==> src/rtl/rca_share_sched.sv <==
// Time-shared N-bit ripple-carry slice: a W = N*CHUNKS bit add is done over CHUNKS
// cycles, LSB chunk first, with round-robin arbitration among REQ requesters.
module rca_share_sched #(
    parameter int N      = 4,
    parameter int CHUNKS = 4,
    parameter int REQ    = 2,
    localparam int W     = N * CHUNKS,
    localparam int IDW   = ($clog2(REQ) > 1) ? $clog2(REQ) : 1
) (
    input  logic               clk,
    input  logic               rst,
    input  logic [REQ-1:0]     req_valid,
    output logic [REQ-1:0]     req_ready,
    input  logic [REQ*W-1:0]   req_a,
    input  logic [REQ*W-1:0]   req_b,
    input  logic [REQ-1:0]     req_cin,
    output logic               resp_valid,
    input  logic               resp_ready,
    output logic [IDW-1:0]     resp_id,
    output logic [W-1:0]       resp_sum,
    output logic               resp_cout,
    output logic               busy
);
    // Handshakes: a transfer happens on a rising edge where valid and ready are both
    // high; resp_* stay stable while resp_valid is high and resp_ready is low.

    localparam int CW = (CHUNKS > 1) ? $clog2(CHUNKS) : 1;

    typedef enum logic [1:0] {IDLE, RUN, DONE} state_t;

    state_t         state, state_next;
    logic [CW-1:0]  cnt;
    logic           carry;
    logic           cout_reg;
    logic [W-1:0]   a_reg, b_reg, sum_reg;
    logic [IDW-1:0] id_reg, last_grant;
    logic [IDW-1:0] grant_id, hi_id, lo_id;
    logic           grant_any, hi_any, lo_any;
    logic           accept, last_chunk;
    logic [N-1:0]   slice_sum;
    logic           slice_cout;

    // Round-robin: prefer the lowest valid index above last_grant, else wrap to the lowest.
    always_comb begin
        hi_any = 1'b0;
        hi_id  = '0;
        lo_any = 1'b0;
        lo_id  = '0;
        for (int i = REQ - 1; i >= 0; i--) begin
            if (req_valid[i]) begin
                if (IDW'(i) > last_grant) begin
                    hi_any = 1'b1;
                    hi_id  = IDW'(i);
                end
                lo_any = 1'b1;
                lo_id  = IDW'(i);
            end
        end
        grant_any = hi_any | lo_any;
        grant_id  = hi_any ? hi_id : lo_id;
    end

    assign accept     = (state == IDLE) && grant_any;
    assign last_chunk = (cnt == CW'(CHUNKS - 1));
    assign {slice_cout, slice_sum} = {1'b0, a_reg[cnt*N +: N]} + {1'b0, b_reg[cnt*N +: N]}
                                   + {{N{1'b0}}, carry};

    always_ff @(posedge clk or posedge rst) begin
        if (rst) state <= IDLE;
        else     state <= state_next;
    end

    always_comb begin
        state_next = state;
        case (state)
            IDLE:    if (accept) state_next = RUN;
            RUN:     if (last_chunk) state_next = DONE;
            DONE:    if (resp_ready) state_next = IDLE;
            default: state_next = IDLE;
        endcase
    end

    always_comb begin
        req_ready = '0;
        if (state == IDLE && !rst && grant_any) req_ready[grant_id] = 1'b1;
        resp_valid = (state == DONE);
        busy       = (state != IDLE);
    end

    always_ff @(posedge clk or posedge rst) begin
        if (rst) begin
            cnt        <= '0;
            carry      <= 1'b0;
            cout_reg   <= 1'b0;
            a_reg      <= '0;
            b_reg      <= '0;
            sum_reg    <= '0;
            id_reg     <= '0;
            last_grant <= IDW'(REQ - 1);
        end else begin
            if (accept) begin
                a_reg      <= req_a[grant_id*W +: W];
                b_reg      <= req_b[grant_id*W +: W];
                carry      <= req_cin[grant_id];
                id_reg     <= grant_id;
                last_grant <= grant_id;
                cnt        <= '0;
            end else if (state == RUN) begin
                sum_reg[cnt*N +: N] <= slice_sum;
                carry               <= slice_cout;
                cnt                 <= cnt + CW'(1);
                if (last_chunk) cout_reg <= slice_cout;
            end
        end
    end

    assign resp_sum  = sum_reg;
    assign resp_cout = cout_reg;
    assign resp_id   = id_reg;

endmodule

==> config.mk <==
export PLATFORM = sky130hd
export DESIGN_NAME = rca_share_sched
export DESIGN_NICKNAME = d
export VERILOG_FILES = /design/src/rtl/rca_share_sched.sv
export SDC_FILE = /design/constraint.sdc
export NUM_CORES = 1
export LEC_CHECK = 0
export CORE_MARGIN = 2
export CORE_UTILIZATION = 35
export CTS_CLUSTER_DIAMETER = 200
export DETAILED_ROUTE_END_ITERATION = 12
export GPL_TIMING_DRIVEN = 0
export PLACE_DENSITY_LB_ADDON = 0.1
export SLEW_MARGIN = 10
export SYNTH_ARGS = -nofsm -noshare
export SYNTH_HDL_FRONTEND = slang
export SYNTH_SLANG_ARGS = --single-unit
==> constraint.sdc <==
create_clock -name clk -period 7.41 [get_ports clk]
set_clock_uncertainty 0.1 [all_clocks]
set_input_delay 0.741 -clock clk [delete_from_list [all_inputs] [get_ports clk]]
set_output_delay 0.741 -clock clk [all_outputs]
set_load 0.005 [all_outputs]
== After elaboration in Yosys (flattened, before gate mapping) ==
Index checks and enable logic that the tools add are counted.
Storage, ports and cells
  output and inout port bits: 22
  register bits: 56
  bits of input ports: 71
Operators by class
  muxes and demuxes: 24
  add/subtract/negate cells: 4
  equality and inequality tests: 6
  bitwise logic cells: 2
  $lt $le $gt $ge: 4
  shifts and indexed selects: 6
  reduce and logical (&&, ||, !) cells: 11
Operator list (count)
  $shiftx 32x6->16: 2
  $neg 4->34: 1
  $shift 4x34->16 const A: 1
  $shiftx 4x34->16: 1
  $shiftx 16x5->4: 2
  $bwmux 16: 1
  $mux 1: 15
  $mux 2: 6
  $pmux 2 s3: 1
  $reduce_and 3->1: 2
  $add 4x4->5: 1
  $add 5x1->5: 1
  $eq 2x2->1 const B: 2
  $logic_and 1x1->1: 4
  $ne 2x2->1 const B: 2
  $reduce_bool 2->1: 2
  $add 2x1->2 const B: 1
  $eq 2x1->1 const B: 1
  $gt 1x1->1 const A: 2
  $logic_not 2->1: 1
  $lt 1x2->1 const B: 1
  $ne 2x1->1 const B: 1
  $reduce_and 2->1: 1
  $demux 1 s1: 1
  4 further kinds: 4

== Logic depth before layout (Yosys ltp) ==
  word-level depth: 11
  depth in mapped cells: 8

== Least setup slack after synthesis ==
No wires, ideal clock.
  path kind: input-to-output
  start: input port rst
  end: output port req_ready[1]
  data required time: 6569 ps
  arrival: 2250 ps
  path slack: 4319 ps
  stages on the path: 2
  buffers on the path: 0
  cell sequence: inv_1 > and3_1
Between the ends
  longest elaborated chain between the ends: 4
RTL lines
  start: declaration: RTL line 11  | input logic rst,
  $logic_not 1->1 (no line)
  $logic_and 1x1->1 (2 in a row): RTL line 85  | if (state == IDLE && !rst && grant_any) req_ready[grant_id] = 1'b1;
  $mux 2: RTL line 85
  end: declaration: RTL line 13  | output logic [REQ-1:0] req_ready,
No other way between the ends.

== Worst setup path after layout ==
  start: input port req_valid[0]
  end: output port req_ready[0]
Between the ends
  longest elaborated chain between the ends: 7
RTL lines
  start: declaration: RTL line 12  | input logic [REQ-1:0] req_valid,
  $mux 1: RTL line 50  | if (req_valid[i]) begin
  $mux 1: RTL line 60  | grant_id = hi_any ? hi_id : lo_id;
  $lt 1x2->1 (not written as such) / $ge 1x1->1 (equally long branches): RTL line 85
  $logic_and 1x1->1 (not written as such): RTL line 85
  $mux 1 (not written as such): RTL line 85
  $demux 1 s1: RTL line 85
  $mux 2 (*): RTL line 85
Mark *: on every way between the ends. The rest lies on a longest branch, timed or not.

==> metrics.log <==
INFO  metric synth-xor-area-share = 0.896%
INFO  metric synth_mux_area_share = 17.1%
INFO  metric nets = 435
INFO  metric dpl-instance-area = 4010 um^2
INFO  metric netlist.top_cell.by_area = dfrtp_1
INFO  metric pin_count = 93
INFO  metric dieArea = 9130 um^2
INFO  metric yosys_warnings = 0
INFO  metric worst_ep_arrival_time = 2.63 ns
INFO  metric core_area = 8180 um^2
INFO  metric place_congestion = 0.742
INFO  metric grt_pass1_wl = 10600 um
INFO  metric global_route.usage.total = 15.2%
INFO  metric clock_tree.htree_level_count = 2
INFO  metric avgSynthCellArea = 11.6 um^2
INFO  metric status = complete, no violations
INFO  metric die_height = 95.6 um
INFO  metric std_cell_rows = 33
INFO  metric floorplan.initialDensity = 35.9%
INFO  metric grt_overflow_total = 0
INFO  metric synthSimpleGateAreaFrac = 9.81%
INFO  metric cellLeakagePower = 1.77 nW
INFO  metric synth_adder_area_share = 5.20%
INFO  metric clock_slew_at_reported_path_ffs = 0.09 ns
INFO  metric cts_hold_buffers = 0
INFO  metric stdcell_count = 459
INFO  metric ys_seq_area_share = 47.8%
INFO  metric synth.top_cell.area_share = 46.9%
INFO  metric post-route-drc-count = 0
INFO  metric synthFlopType = dfrtp_1
INFO  metric initial_drc_count = 84
INFO  metric clock_power_share = 10.4%
INFO  metric post_synth_inst_count = 253
INFO  metric numPortBuffers = 92
INFO  metric worst_setup_path_end_kind = output port
INFO  metric mappedNetlistArea = 2930 um^2
INFO  metric dp.final_hpwl = 5300 um
INFO  metric ir_worst_vdd = 0.198 mV
INFO  metric fraction_of_the_mapped_netlist_area_in_compound_gates = 14.5%
INFO  metric synth.ff_latch_count = 56
INFO  metric worstSkewPairLatency = 0.31 ns
INFO  metric final_cell_mix = 92 x clkdlybuf4s50_1, 55 x dfrtp_1, 37 x nand2_1
INFO  metric floorplan.die.width = 95.6 um
INFO  metric maxCapViolCount = 0
INFO  metric synthesized_nets = 335
INFO  metric area.growth.synth_to_final = 39.4%
INFO  metric internal-power = 0.000945 W
INFO  metric number_of_global_route_vias_before_repair = 2200
INFO  metric ant_nets = 0
INFO  metric cp_data_required_time = 6.57 ns
INFO  metric final_area = 4090 um^2
INFO  metric most_common_cell_after_layout_fill_and_taps_aside = clkdlybuf4s50_1
INFO  metric swShare = 41.1%
INFO  metric ff_latch_area = 1400 um^2
INFO  metric drv_slew = 0
INFO  metric power_density_of_the_placed_cells = 392 nW/um^2
INFO  metric combPwrFrac = 56.5%
INFO  metric crit_fanout = 10
INFO  metric num-fill-cells = 763
INFO  metric dr.pass1.iters = 4
INFO  metric route.detailed.vias_per_inst = 4.90
INFO  metric tightest_slew = 0.575 ns
INFO  metric vias = 2251
INFO  metric post-route-util = 50.0%
INFO  metric period_share = 46.9%
INFO  metric cts_tree = built
INFO  metric routed_wirelength = 6680 um
INFO  metric post_synth_main_area_contributors = dfrtp_1 47%, mux2i_1 11%, mux4_2 6.1%
INFO  metric net-switching-power = 0.000658 W
INFO  metric peak_freq = 288 MHz
INFO  metric final_setup_margin = 3.93 ns
INFO  metric setup_viol = 0
INFO  metric max-clock-path-buffers = 2
INFO  metric shortest_period_the_worst_path_allows = 3.48 ns
INFO  metric number_of_buffers_created_by_cts = 5
INFO  metric drive_gt1_share = 10.2%
INFO  metric antenna_found_initial = 0
INFO  metric timing.hold.worst.class = reg2reg
INFO  metric seq_power_share = 33.1%
INFO  metric final.setup.tns = 0 ns
INFO  metric dp_cells = 451
INFO  metric largest_net_degree_at_the_start_of_global_routing = 37
INFO  metric synth_edf_count = 0
INFO  metric finalHoldViolCount = 0
INFO  metric synth.lib_cells_used.distinct = 40
INFO  metric path_class = in2out
INFO  metric area_of_the_multi_input_gates = 1390 um^2
INFO  metric grt_setup_unrepaired = false
INFO  metric post_cts_resized = 0
INFO  metric synth_async_sr_flop_share = 100%
INFO  metric slew_headroom = 61.7%
INFO  metric post_cts.repair.setup_buffers = 0
INFO  metric tritoncts_num_sinks = 56
INFO  metric num_antenna_cells = 0
INFO  metric place_worst_setup_slack = 3.90 ns
INFO  metric routed_wire_length_per_instance = 14.6 um
INFO  metric synth_top_family_by_area = multiplexers
INFO  metric timing.critical_path.from_type = primary input
INFO  metric cts_root_cell = clkbuf_8
==> critical path: stages <==
cell             delay [ns]
clkdlybuf4s50_1        0.50
o21ai_2                0.29
buf_2                  0.27
buf_2                  0.29
nor3_1                 0.08
clkdlybuf4s50_1        0.45
==> routing by layer <==
metal | share of wire, % | vias up | track usage [%]
met3 | 4.9 | 6 | 3.16
met1 | 43 | 1074 | 19.0
met5 | 0 | - | 0
met4 | 0.82 | 0 | 3.21
met2 | 51 | 59 | 27.0
li1 | - | 1112 | -
==> cells in the mapped netlist, drive strengths merged, types with 2 or more instances <==
master	number
dfrtp	55
a22o	17
o21ai	37
inv	5
mux2i	32
mux4	8
a21oi	4
buf	8
a21o	2
nand2	40
fa	2
ha	9
o31ai	3
nor2	6
clkbuf	6
a31oi	2
xnor2	2
==> final cells by class <==
type / instances / area share, %
sequential: 56 / 34.3
multi-input combinational: 178 / 34.1
timing repair buffer: 93 / 23.0
tap: 105 / 3.21
buffer: 14 / 2.91
clock buffer: 6 / 1.77
inverter: 5 / 0.459
clock inverter: 2 / 0.306
==> power by group through the flow <==
stage	clock [W]	combinational (W)	sequential, W
after floorplan	0	0.000613	0.000518
after global placement	0	0.000903	0.000536
after detailed placement	0	0.000918	0.000540
after CTS	0.000168	0.000920	0.000534
after global routing	0.000181	0.00101	0.000550
final	0.000166	0.000906	0.000531
==> logic make-up after synthesis <==
| family | Yosys count |
|---|---|
| multiplexers | 40 |
| adder cells (fa/ha/maj) | 11 |
| buffers and inverters | 19 |
| flip-flops | 56 |
| AND/OR/NAND/NOR | 57 |
| AO/OA/AOI/OAI | 67 |
| XOR/XNOR | 3 |
==> metrics by stage <==
stage / hold WS, ns / total power [W]
6_report: 0.386 / 0.00160
3_3_place_gp: 0.362 / 0.00144
5_1_grt: 0.416 / 0.00174
3_5_place_dp: 0.371 / 0.00146
2_1_floorplan: 0.345 / 0.00113
4_1_cts: 0.392 / 0.00162
==> final timing paths <==
| path | from | end | slack, ns | depth (start not counted) |
|---|---|---|---|---|
| min in group asynchronous | rst | resp_cout | 0.68 | 2 |
| min reg2reg | a_reg[13] | a_reg[13] | 0.39 | 2 |
| min | a_reg[13] | a_reg[13] | 0.39 | 2 |
| max | req_valid[0] | req_ready[0] | 3.93 | 6 |
| max reg2reg | cnt[0] | carry | 4.17 | 8 |
| max in group asynchronous | rst | last_grant | 5.94 | 3 |
Note: power is estimated with default switching activity, not from simulation.
